==> config.mk <==
export PLATFORM = sky130hd
export DESIGN_NAME = ts_packet_scheduler
export DESIGN_NICKNAME = d
export VERILOG_FILES = /design/src/rtl/ts_packet_scheduler.sv
export SDC_FILE = /design/constraint.sdc
export NUM_CORES = 1
export LEC_CHECK = 0
export CAP_MARGIN = 10
export CORE_AREA = 2 2 58 60
export CTS_CLUSTER_SIZE = 28
export DETAILED_ROUTE_END_ITERATION = 8
export DIE_AREA = 0 0 60 62
export DONT_BUFFER_PORTS = 1
export HOLD_SLACK_MARGIN = 0.15
export PLACE_DENSITY = 0.76
export SKIP_LAST_GASP = 1
export SYNTH_ARGS = -nofsm -noshare
export SYNTH_HDL_FRONTEND = slang
export SYNTH_SLANG_ARGS = --single-unit
==> constraint.sdc <==
create_clock -name SYS_CLK -period 2.05 [get_ports SYS_CLK]
set_input_delay 0.41 -clock SYS_CLK [delete_from_list [all_inputs] [get_ports SYS_CLK]]
set_output_delay 0.41 -clock SYS_CLK [all_outputs]
set_load 0.02 [all_outputs]
==> src/rtl/ts_packet_scheduler.sv <==
// Round-robin TS packet scheduler: grants whole packets from four tuner buffers
// and serializes them onto one framed byte stream, padding with null packets.
module ts_packet_scheduler #(
  parameter int unsigned PKT_LEN = 188,
  parameter bit          NULL_EN = 1'b1
) (
  input  logic       SYS_CLK,
  input  logic       RST,
  input  logic [3:0] CH_ENABLE,
  input  logic [3:0] GOT_FULL_PACKET,
  input  logic [7:0] DATA_IN_0,
  input  logic [7:0] DATA_IN_1,
  input  logic [7:0] DATA_IN_2,
  input  logic [7:0] DATA_IN_3,
  input  logic       OUT_READY,
  output logic [3:0] GIVE_ME_ONE_PACKET,
  output logic [7:0] DATA_OUT,
  output logic       D_VALID_OUT,
  output logic       P_SYNC_OUT,
  output logic [1:0] CUR_CH,
  output logic       NULL_INS,
  output logic       SYNC_ERR
);

  typedef enum logic [1:0] {IDLE, GRANT, SEND} state_t;

  state_t     state, state_nxt;
  logic [7:0] cnt;
  logic [1:0] last_grant, sel, pick, idx;
  logic       found, go, null_mode, last_byte;
  logic [3:0] elig;
  logic [7:0] src_byte, null_byte;

  assign elig      = CH_ENABLE & GOT_FULL_PACKET;
  assign go        = OUT_READY && (found || NULL_EN);
  assign last_byte = (cnt == 8'(PKT_LEN - 1));

  // Search starts one past the last real grant; i=4 wraps back to last_grant itself.
  always_comb begin
    found = 1'b0;
    pick  = last_grant;
    idx   = '0;
    for (int unsigned i = 1; i <= 4; i++) begin
      idx = last_grant + 2'(i);
      if (!found && elig[idx]) begin
        found = 1'b1;
        pick  = idx;
      end
    end
  end

  always_comb begin
    case (sel)
      2'd0:    src_byte = DATA_IN_0;
      2'd1:    src_byte = DATA_IN_1;
      2'd2:    src_byte = DATA_IN_2;
      default: src_byte = DATA_IN_3;
    endcase
  end

  always_comb begin
    case (cnt)
      8'd0:    null_byte = 8'h47;
      8'd1:    null_byte = 8'h1F;
      8'd2:    null_byte = 8'hFF;
      8'd3:    null_byte = 8'h10;
      default: null_byte = 8'hFF;
    endcase
  end

  always_ff @(posedge SYS_CLK or posedge RST) begin
    if (RST) state <= IDLE;
    else     state <= state_nxt;
  end

  always_comb begin
    state_nxt = state;
    case (state)
      IDLE:    if (go) state_nxt = GRANT;
      GRANT:   state_nxt = SEND;
      SEND:    if (last_byte) state_nxt = IDLE;
      default: state_nxt = IDLE;
    endcase
  end

  always_ff @(posedge SYS_CLK or posedge RST) begin
    if (RST) begin
      cnt                <= '0;
      last_grant         <= 2'd3;
      sel                <= '0;
      null_mode          <= 1'b0;
      GIVE_ME_ONE_PACKET <= '0;
    end else begin
      GIVE_ME_ONE_PACKET <= '0;
      case (state)
        IDLE: begin
          cnt <= '0;
          // Grant register is loaded here so the pulse coincides with the GRANT state.
          if (go) begin
            null_mode <= !found;
            if (found) begin
              sel                <= pick;
              last_grant         <= pick;
              GIVE_ME_ONE_PACKET <= 4'(1) << pick;
            end
          end
        end
        SEND:    cnt <= cnt + 8'd1;
        default: cnt <= '0;
      endcase
    end
  end

  always_ff @(posedge SYS_CLK or posedge RST) begin
    if (RST) begin
      DATA_OUT    <= '0;
      D_VALID_OUT <= 1'b0;
      P_SYNC_OUT  <= 1'b0;
      NULL_INS    <= 1'b0;
      SYNC_ERR    <= 1'b0;
      CUR_CH      <= '0;
    end else begin
      D_VALID_OUT <= (state == SEND);
      P_SYNC_OUT  <= (state == SEND) && (cnt == 8'd0);
      NULL_INS    <= (state == SEND) && null_mode;
      SYNC_ERR    <= (state == SEND) && (cnt == 8'd0) && !null_mode && (src_byte != 8'h47);
      if (state == SEND) begin
        DATA_OUT <= null_mode ? null_byte : src_byte;
        if (cnt == 8'd0 && !null_mode) CUR_CH <= sel;
      end
    end
  end

endmodule
After elaboration in Yosys (flattened, before gate mapping)
Index checks and enable logic that the tools add are counted.
{"block": "classes", "addsub": 4, "n_mul": 0, "div_mod_pow": 0, "order_cmp": 4, "eq_ne": 10, "shift": 1, "mux": 26, "bitwise_logic": 1, "n_reduce_logical": 20}
{"cell": "8-bit one-hot mux with 3 select lines", "n": 2}
{"cell": "8-bit two-way mux", "n": 2}
{"cell": "2-bit by 3-bit less-than comparator with 1-bit output (second input constant)", "n": 4}
{"cell": "2-bit two-way mux", "n": 6}
{"cell": "4-bit two-way mux", "n": 3}
{"cell": "8-bit by 1-bit adder with 8-bit output (second input constant)", "n": 1}
{"cell": "1-bit binary-select mux with 2-bit select", "n": 4}
{"cell": "8-bit by 1-bit equality test with 1-bit output (second input constant)", "n": 1}
{"cell": "8-bit by 2-bit equality test with 1-bit output (second input constant)", "n": 1}
{"cell": "8-bit equality test (second input constant)", "n": 1}
{"cell": "1-bit logical AND", "n": 8}
{"cell": "8-bit zero test", "n": 1}
{"cell": "1-bit two-way mux", "n": 8}
{"cell": "8-bit by 7-bit inequality test with 1-bit output (second input constant)", "n": 1}
{"cell": "2-bit one-hot mux with 3 select lines", "n": 1}
{"cell": "2-bit AND reduction", "n": 3}
{"cell": "1-bit zero test", "n": 5}
{"cell": "2-bit adder (second input constant)", "n": 2}
{"cell": "4-bit bitwise AND", "n": 1}
{"cell": "2-bit by 1-bit equality test with 1-bit output (second input constant)", "n": 2}
{"cell": "2-bit equality test (second input constant)", "n": 2}
{"cell": "2-bit zero test", "n": 2}
{"cell": "2-bit inequality test (second input constant)", "n": 2}
{"cell": "1-bit by 2-bit << shifter with 4-bit output (first input constant)", "n": 1}
{"cell": "2 further kinds", "n": 2}
{"block": "totals", "register_bits": 33, "latch_bits": 0, "mem_bits_rw": 0, "rom_bits": 0, "output_inout_bits": 18, "mem_count": 0}

Depth between registers and ports, before layout
Gate-level depths: netlist (run 1).
{"block": "logic_depth", "depth_word": 17, "mapped_depth": 6, "ltp_nobuf": 6}

Worst setup path before layout (run 1)
OpenSTA, ideal clock, no wires.
{"block": "synth_path", "path_type": "reg2reg", "startpoint": "reg cnt[5]", "endpoint": "reg CUR_CH[0]", "arrival_ns": 1.386, "t_required_ns": 1.925, "path_slack_ns": 0.539, "stages_incl_launch_ff": 5, "n_path_buf": 0, "cell_sequence": "dfrtp_1 nor4_2 nand3_1 nor3_2 mux2_2"}
{"block": "synth_via", "elab_chain_len": 3}
{"item": "start, declared", "line_no": "28", "text": "logic [7:0] cnt;"}
{"item": "start signal, assigned", "line_no": "108", "text": "SEND: cnt <= cnt + 8'd1;"}
{"item": "8-bit zero test", "line_no": "129", "text": "if (cnt == 8'd0 && !null_mode) CUR_CH <= sel;"}
{"item": "1-bit logical AND", "line_no": "129"}
{"item": "2-bit AND reduction (no source line)"}
{"item": "end signal, assigned", "line_no": "129"}
{"item": "end, declared", "line_no": "20", "text": "output logic [1:0] CUR_CH,"}
Every way passes these cells.
A chain may end at the register's enable or synchronous reset.

Worst setup path after layout (run 1)
{"block": "layout_path", "startpoint": "reg sel[0]", "endpoint": "reg SYNC_ERR"}
{"block": "layout_via", "elab_chain_len": 4, "word_cells_on_any_way": 6, "classes_between": "3 x eq/ne; 1 x mux; 2 x reduce/logical"}
{"item": "start, declared", "line_no": "29", "text": "logic [1:0] last_grant, sel, pick, idx;"}
{"item": "start signal, assigned", "line_no": "102", "text": "sel <= pick;"}
{"item": "2-bit equality test (tied with other cells)", "line_no": "53", "text": "case (sel)"}
{"item": "8-bit one-hot mux with 3 select lines *", "line_no": "53"}
{"item": "8-bit by 7-bit inequality test with 1-bit output *", "line_no": "126", "text": "SYNC_ERR <= (state == SEND) && (cnt == 8'd0) && !null_mode && (src_byte != 8'h47);"}
{"item": "1-bit logical AND *", "line_no": "126"}
{"item": "end signal, assigned", "line_no": "126"}
{"item": "end, declared", "line_no": "22", "text": "output logic SYNC_ERR"}
Mark *: on every way between the ends. The rest lies on a longest branch, timed or not.

==> results of run 1 <==
## power by group through the flow
| stage | Clock (mW) | Sequential [mW] | Combinational, mW |
|---|---|---|---|
| floorplan | 0 | 1.20 | 0.911 |
| global placement | 0 | 1.33 | 0.910 |
| detailed placement | 0 | 1.35 | 0.944 |
| CTS | 0.358 | 1.34 | 0.948 |
| global route | 0.393 | 1.38 | 1.06 |
| finish | 0.344 | 1.33 | 0.945 |
## metal layers
layer	track usage, %	part of all wire (%)	up-vias
met4	11.4	1.4	0
met1	23.8	41	622
met2	32.1	51	33
met5	0	0	-
li1	-	-	568
met3	6.42	6.1	7
## layout make-up
cell class	instances	area (sq um)	share of cell area, %
clock buffer	6	41.3	2.23
inverter	5	18.8	1.01
multi-input combinational	109	875	47.1
clock inverter	2	10.0	0.539
sequential	33	828	44.6
timing repair buffer	3	25.0	1.35
tap	46	57.6	3.10
## Yosys cell counts (2+ instances only)
library cell  instances  area (sq um)
nor2_1               25          93.8
xnor2_1               2          17.5
nand2_1               9          33.8
mux4_2                5           113
clkbuf_1              4          15.0
a21oi_1               4          20.0
inv_1                 5          18.8
mux4_1                3          78.8
ha_1                  3          37.5
xor2_1                4          35.0
and3_1                2          12.5
dfrtp_1              31           776
a21o_1                2          15.0
a22o_1                2          17.5
dfstp_2               2          52.6
o31ai_1               3          22.5
mux2_2                3          33.8
a22oi_1               4          30.0
and2_1                5          31.3
o21ai_0               4          20.0
nand3_1               7          35.0
## cell families (layout without fill, tap and decap cells)
kind of cell               count (synthesis)  in the layout  synth area share, %
and+or+nand+nor                           59             59                 19.2
DFF                                       33             33                 47.0
AOI/OAI and AO/OA                         29             29                 12.0
buffers and inverters                     13             16                 3.34
muxes                                     12             12                 13.4
xor gates and xnor gates                   6              6                 2.98
adders and majority gates                  3              3                 2.13
## cells in the final DEF, fill, tap and decap left out, types with 2 or more instances in the layout
master and count:
o31ai_1 3, clkbuf_4 5, and3_1 2, nand2_1 9, nor2_1 25, nand3_1 7
mux4_1 3, a21oi_1 4, clkinv_2 2, ha_1 3, a22oi_1 4, xnor2_1 2
and2_1 5, dfrtp_1 31, dfstp_2 2, buf_4 2, a21o_1 2, inv_1 5
xor2_1 4, mux4_2 5, mux2_2 3, a22o_1 2, o21ai_0 4
## registers in the layout, summed over array words and instances (netlist names)
register	flops
CUR_CH	2
DATA_OUT	8
D_VALID_OUT	1
GIVE_ME_ONE_PACKET	4
NULL_INS	1
P_SYNC_OUT	1
SYNC_ERR	1
cnt	8
last_grant	2
null_mode	1
sel	2
state	2
## metrics by stage
| stage | hold slack [ns] | total power [mW] | cells | worst slack [ns] |
|---|---|---|---|---|
| floorplan | 0.473 | 2.11 | 155 | 0.539 |
| global placement | 0.402 | 2.24 | 195 | 0.384 |
| detailed placement | 0.415 | 2.29 | 195 | 0.319 |
| CTS | 0.238 | 2.64 | 204 | 0.298 |
| global route | 0.224 | 2.83 | 204 | 0.222 |
| finish | 0.252 | 2.62 | 204 | 0.311 |
## worst paths after layout
kind	slack [ns]	depth (start not counted)	start	endpoint
setup / recovery	0.31	3	sel[0]	SYNC_ERR
hold / removal	0.25	1	OUT_READY	state[0]
setup reg to reg	0.31	3	sel[0]	SYNC_ERR
hold reg to reg	0.51	1	state[0]	state[0]
max in group asynchronous	1.13	3	RST	last_grant[1]
min in group asynchronous	0.59	3	RST	GIVE_ME_ONE_PACKET[0]
==> key figures, run 1 <==
Cells and area
  • Finished Cell Area: 1860 sq um
  • Layout cells sized above 1: 15.8%
  • Fillers: 278
  • Syn-to-layout area delta: 5.33%
  • Nets: 203
  • Post-layout util: 58.4%
  • N_diodes: 0

Placed design
  • PortBufs: 0
  • DP Wirelength: 2670 um
  • Placer congestion estimate: 0.795
  • Placed cell area: 1790 sq um

Die
  • I/O Pins: 61
  • Die area: between 3000 and 4000 sq um
  • Site Rows: 21
  • Die Y: between 60 and 70 um
  • Die width: around 60 um
  • Core footprint: about 3200 sq um
  • Initial core utilization: a little under three fifths

STA
  • Rel. slew slack: 67.9%
  • Final setup skew: 0.00595 ns
  • Max Fclk: 575 MHz
  • Final setup viols: 0
  • Fin. Hold Viols: 0
  • Setup_tns: 0 ns
  • Crit share post-route: about 85%
  • Worst-margin pin slew: 0.478 ns
  • RSZ-0062 raised after global routing: false
  • Final Critical Period: 1.74 ns
  • Max Transition Viols Final: 0

Detailed routing
  • Iter 0 DRT Violations: 72
  • ANT nets after route: 0
  • Via count: 1,230
  • Vias per inst: 6.03
  • First drt pass iteration count: 4
  • Routed WL per cell: 16.5 um
  • DRC errors left: 0
  • Total wire length: 3360 um

GRT
  • Total grt overflow: 0
  • Vias in the first global route: about 1,200
  • Total track usage: 20.0%
  • First-pass GRT wire length: 5360 um
  • Largest net degree at the start of global routing: 34
  • Initial antenna violation count: 0

Yosys
  • Cell area after synthesis: 1760 sq um
  • Mapped Nets: roughly 200
  • Flops & latches, synth: 33
  • Post-synth EDFFs: 0
  • YS warnings: 0
  • Avg Inst Size Synth: 11.4 sq um
  • Syn Inst Count: roughly 160
  • Ys async rst share: 100%
  • Sequential cell area fraction in the yosys report: between 40 and 50%
  • Cell variety after synth: 47
  • Top_reg_cell synth: dfrtp_1

Worst setup path
  • Crit path cell chain: mux4_1, and4b_1, a21boi_1
  • Slowest library cell on the worst path: mux4_1
  • Critical Path AT: around 2.0 ns
  • Critical path endpoint category: flop
  • Crit path buf inv count: 0
  • Worst setup SP type: flop
  • CP required: 2.27 ns
  • WS Path Type: flop to flop
  • Crit-path max FO: 10
  • Largest stage delay on the critical path: 0.66 ns
  • Critical path's top delay family: multiplexers

Job
  • Max-cap violations: 0

Power
  • Sw frac: between 40% and 50%
  • Clock power frac: between 10% and 20%
  • P_int: 1.51 mW
  • Cell Pwr Density: about 1400 nW/um^2
  • Leak: slightly above 0.8 nW
  • Part of the power in registers: 50.9%
  • Comb pwr share: 36.0%
  • Worst vdd ir: 771 uV
  • Psw: 1.12 mW

Run status
  • Status: complete, no violations

CTS
  • Cts repair resizes: 0
  • Clock root cell: clkbuf_4
  • Max Root-Sink Buffers: 2
  • Clk Latency, worst-skew pair: roughly 0.34 ns
  • Number of H-tree levels: 2
  • Sinks on Clock Net: 33
  • Number of buffers inserted during clock tree synthesis: 5
  • Count of hold buffers inserted by post-cts repair: 1
  • TritonCTS clock tree: done
  • Worst-path clk slew: 0.10 ns
  • Postcts setup bufs: 0

Min path
  • Hold crit path type: input pin to flop
No activity file was read; power rests on OpenSTA's default activity.
==> run 2, diff against run 1 <==
--- a/config.mk
+++ b/config.mk
@@ -6,13 +6,13 @@
 export NUM_CORES = 1
 export LEC_CHECK = 0
 export CAP_MARGIN = 10
-export CORE_AREA = 2 2 58 60
+export CORE_AREA = 2 2 60 62
 export CTS_CLUSTER_SIZE = 28
 export DETAILED_ROUTE_END_ITERATION = 8
-export DIE_AREA = 0 0 60 62
+export DIE_AREA = 0 0 62 64
 export DONT_BUFFER_PORTS = 1
 export HOLD_SLACK_MARGIN = 0.15
-export PLACE_DENSITY = 0.76
+export PLACE_DENSITY = 0.74
 export SKIP_LAST_GASP = 1
 export SYNTH_ARGS = -nofsm -noshare
 export SYNTH_HDL_FRONTEND = slang
==> constraint.sdc (replaced) <==
create_clock -name SYS_CLK -period 1.6 [get_ports SYS_CLK]
set_input_delay 0.32 -clock SYS_CLK [delete_from_list [all_inputs] [get_ports SYS_CLK]]
set_output_delay 0.32 -clock SYS_CLK [all_outputs]
set_load 0.02 [all_outputs]
==> key figures, run 2 (synthesis gave the netlist of run 1 again) <==
Worst setup path
  • CP required: 1.83 ns (-0.44 ns)
  • WS Path Type: flop to flop
  • Critical Path AT: 1.80 ns (-0.16 ns)
  • Critical path endpoint category: flop
  • Crit-path max FO: 3 (-7)
  • Worst setup SP type: flop

Cells and area
  • Syn-to-layout area delta: 15.3%
  • N_diodes: 0 (unchanged)
  • Layout cells sized above 1: 24.1% (+8.3 points)
  • Post-layout util: 61.8% (+3.5 points)
  • Finished Layout Cells: 220 (+7.8%)
  • Most common cell after layout, fill and taps aside: dfrtp_1
  • Largest registers: DATA_OUT (8), cnt (8), GIVE_ME_ONE_PACKET (4)
  • Commonest non-fill, non-tap cells in the layout: dfrtp_1 (30), nor2_1 (25), buf_4 (16), nand2_1 (9), nand3_1 (6)
  • Finished Cell Area: 2030 sq um (+9.4%)
  • Nets: 219 (+7.9%)

STA
  • Fin. Hold Viols: 0 (unchanged)
  • Rel. slew slack: 64.2% (-3.7 points)
  • Crit share post-route: 97.8% (+13 points)
  • Final setup skew: 0.0104 ns (+0.00445 ns)
  • Setup_tns: 0 ns (unchanged)
  • Max Transition Viols Final: 0 (unchanged)
  • RSZ-0062 raised after global routing: true
  • Final setup viols: 0 (unchanged)
  • Final Critical Period: 1.56 ns (-0.175 ns)
  • Worst-margin pin slew: 0.533 ns (+0.0550 ns)
  • Final worst-path setup slack: 0.0350 ns (-0.275 ns)
  • Max Fclk: 639 MHz (+11%)

GRT
  • Met2 Use GR: 36.3% (+4.2 points)
  • Total track usage: 23.2% (+3.2 points)
  • Initial antenna violation count: 0 (unchanged)
  • Grt peak-use layer: met2
  • Vias in the first global route: 1,320 (+8.3%)
  • Met1 GRT Util: 27.7% (+3.8 points)
  • Total grt overflow: 0 (unchanged)
  • First-pass GRT wire length: 6560 um (+22%)
  • Largest net degree at the start of global routing: 34 (unchanged)
  • GR Util met3: 8.91% (+2.5 points)

Run status
  • Status: complete, no violations

Placed design
  • DP Wirelength: 3250 um (+21%)
  • Placed cell area: 1880 sq um (+4.6%)
  • Placer congestion estimate: 0.865 (+8.8%)
  • Dpl ws: -0.118 ns (-0.437 ns)
  • # placed instances: 206 (+5.6%)
  • PortBufs: 0 (unchanged)

Power
  • Comb pwr share: 39.4% (+3.4 points)
  • Part of the power in registers: 43.6% (-7.3 points)
  • Clock power frac: 17.0% (+3.9 points)
  • P_int: 2.28 mW (+51%)
  • Sw frac: 39.9% (-2.7 points)
  • Leak: 0.930 nW (+12%)
  • Psw: 1.51 mW (+35%)
  • Worst vdd ir: 1110 uV (+43%)
  • Cell Pwr Density: 1860 nW/um^2 (+32%)

Die
  • Die area: 3970 sq um (+6.7%)
  • Initial core utilization: 53.6% (-1.8 points)
  • Site Rows: 21 (unchanged)
  • Die Y: 64 um (+3.2%)
  • I/O Pins: 61 (unchanged)
  • Core footprint: 3280 sq um (+3.3%)
  • Die width: 62 um (+3.3%)

Detailed routing
  • Routed WL per cell: 18.5 um (+12%)
  • Total wire length: 4070 um (+21%)
  • First drt pass iteration count: 4 (unchanged)
  • Vias per inst: 5.85 (-3.0%)
  • Via count: 1,287 (+4.6%)
  • Iter 0 DRT Violations: 57 (-21%)
  • DRC errors left: 0 (unchanged)
  • ANT nets after route: 0 (unchanged)

Job
  • Max-cap violations: 0 (unchanged)

CTS
  • Clk Latency, worst-skew pair: 0.34 ns (about the same)
  • TritonCTS clock tree: done
  • Sinks on Clock Net: 33 (unchanged)
  • Number of buffers inserted during clock tree synthesis: 5 (unchanged)
  • Number of H-tree levels: 2 (unchanged)
  • Max Root-Sink Buffers: 2 (unchanged)
  • Worst-path clk slew: 0.10 ns (about the same)
  • Clock root cell: clkbuf_4

Min path
  • Hold crit path type: input pin to flop
## run 2: area by class of cell
cell class | count | area [sq um]
fill | 277 | 1250
timing repair buffer | 19 | 145
clock inverter | 1 | 30.0
sequential | 33 | 830
clock buffer | 7 | 55.1
tap | 46 | 57.6
multi-input combinational | 109 | 895
inverter | 5 | 18.8
## run 2: critical path, cell delays in order, from the launching register on
cell     delay (ns)
dfrtp_1        0.42
nor4_4         0.36
nand3_2        0.14
nor3_4         0.19
mux2_2         0.36
## run 2: metal layers
| metal | vias up | part of all wire [%] |
|---|---|---|
| met3 | 11 | 6.5 |
| li1 | 598 | - |
| met5 | - | 0 |
| met4 | 0 | 2.7 |
| met1 | 629 | 37 |
| met2 | 49 | 54 |
## run 2: stage by stage
stage	hold WS, ns	power (mW)
floorplan	0.447	2.71
global placement	0.313	2.98
detailed placement	0.326	3.06
CTS	0.154	3.79
global route	0.348	4.06
finish	0.362	3.79
## run 2: timing repair
action,in CTS,in global routing
hold endpoints to repair,31,1
resized for setup,3,2
hold buffers,1,1
setup buffers,3,1
endpoints found under the setup margin,7,5
## run 2: power by group through the flow
| stage | clock network, mW | logic (mW) | registers [mW] |
|---|---|---|---|
| 2_1_floorplan | 0 | 1.17 | 1.54 |
| 3_3_place_gp | 0 | 1.30 | 1.68 |
| 3_5_place_dp | 0 | 1.36 | 1.70 |
| 4_1_cts | 0.661 | 1.48 | 1.65 |
| 5_1_grt | 0.702 | 1.66 | 1.70 |
| 6_report | 0.645 | 1.49 | 1.65 |
## run 2: final timing paths
path	startpoint	end	slack, ns	cells past startpoint
setup / recovery	cnt[5]	CUR_CH[1]	0.04	4
hold / removal	GOT_FULL_PACKET[0]	GIVE_ME_ONE_PACKET[1]	0.36	3
setup reg to reg	cnt[5]	CUR_CH[1]	0.04	4
hold reg to reg	state[0]	state[0]	0.52	1
max in group asynchronous	RST	last_grant[1]	0.77	3
min in group asynchronous	RST	CUR_CH[1]	0.51	3
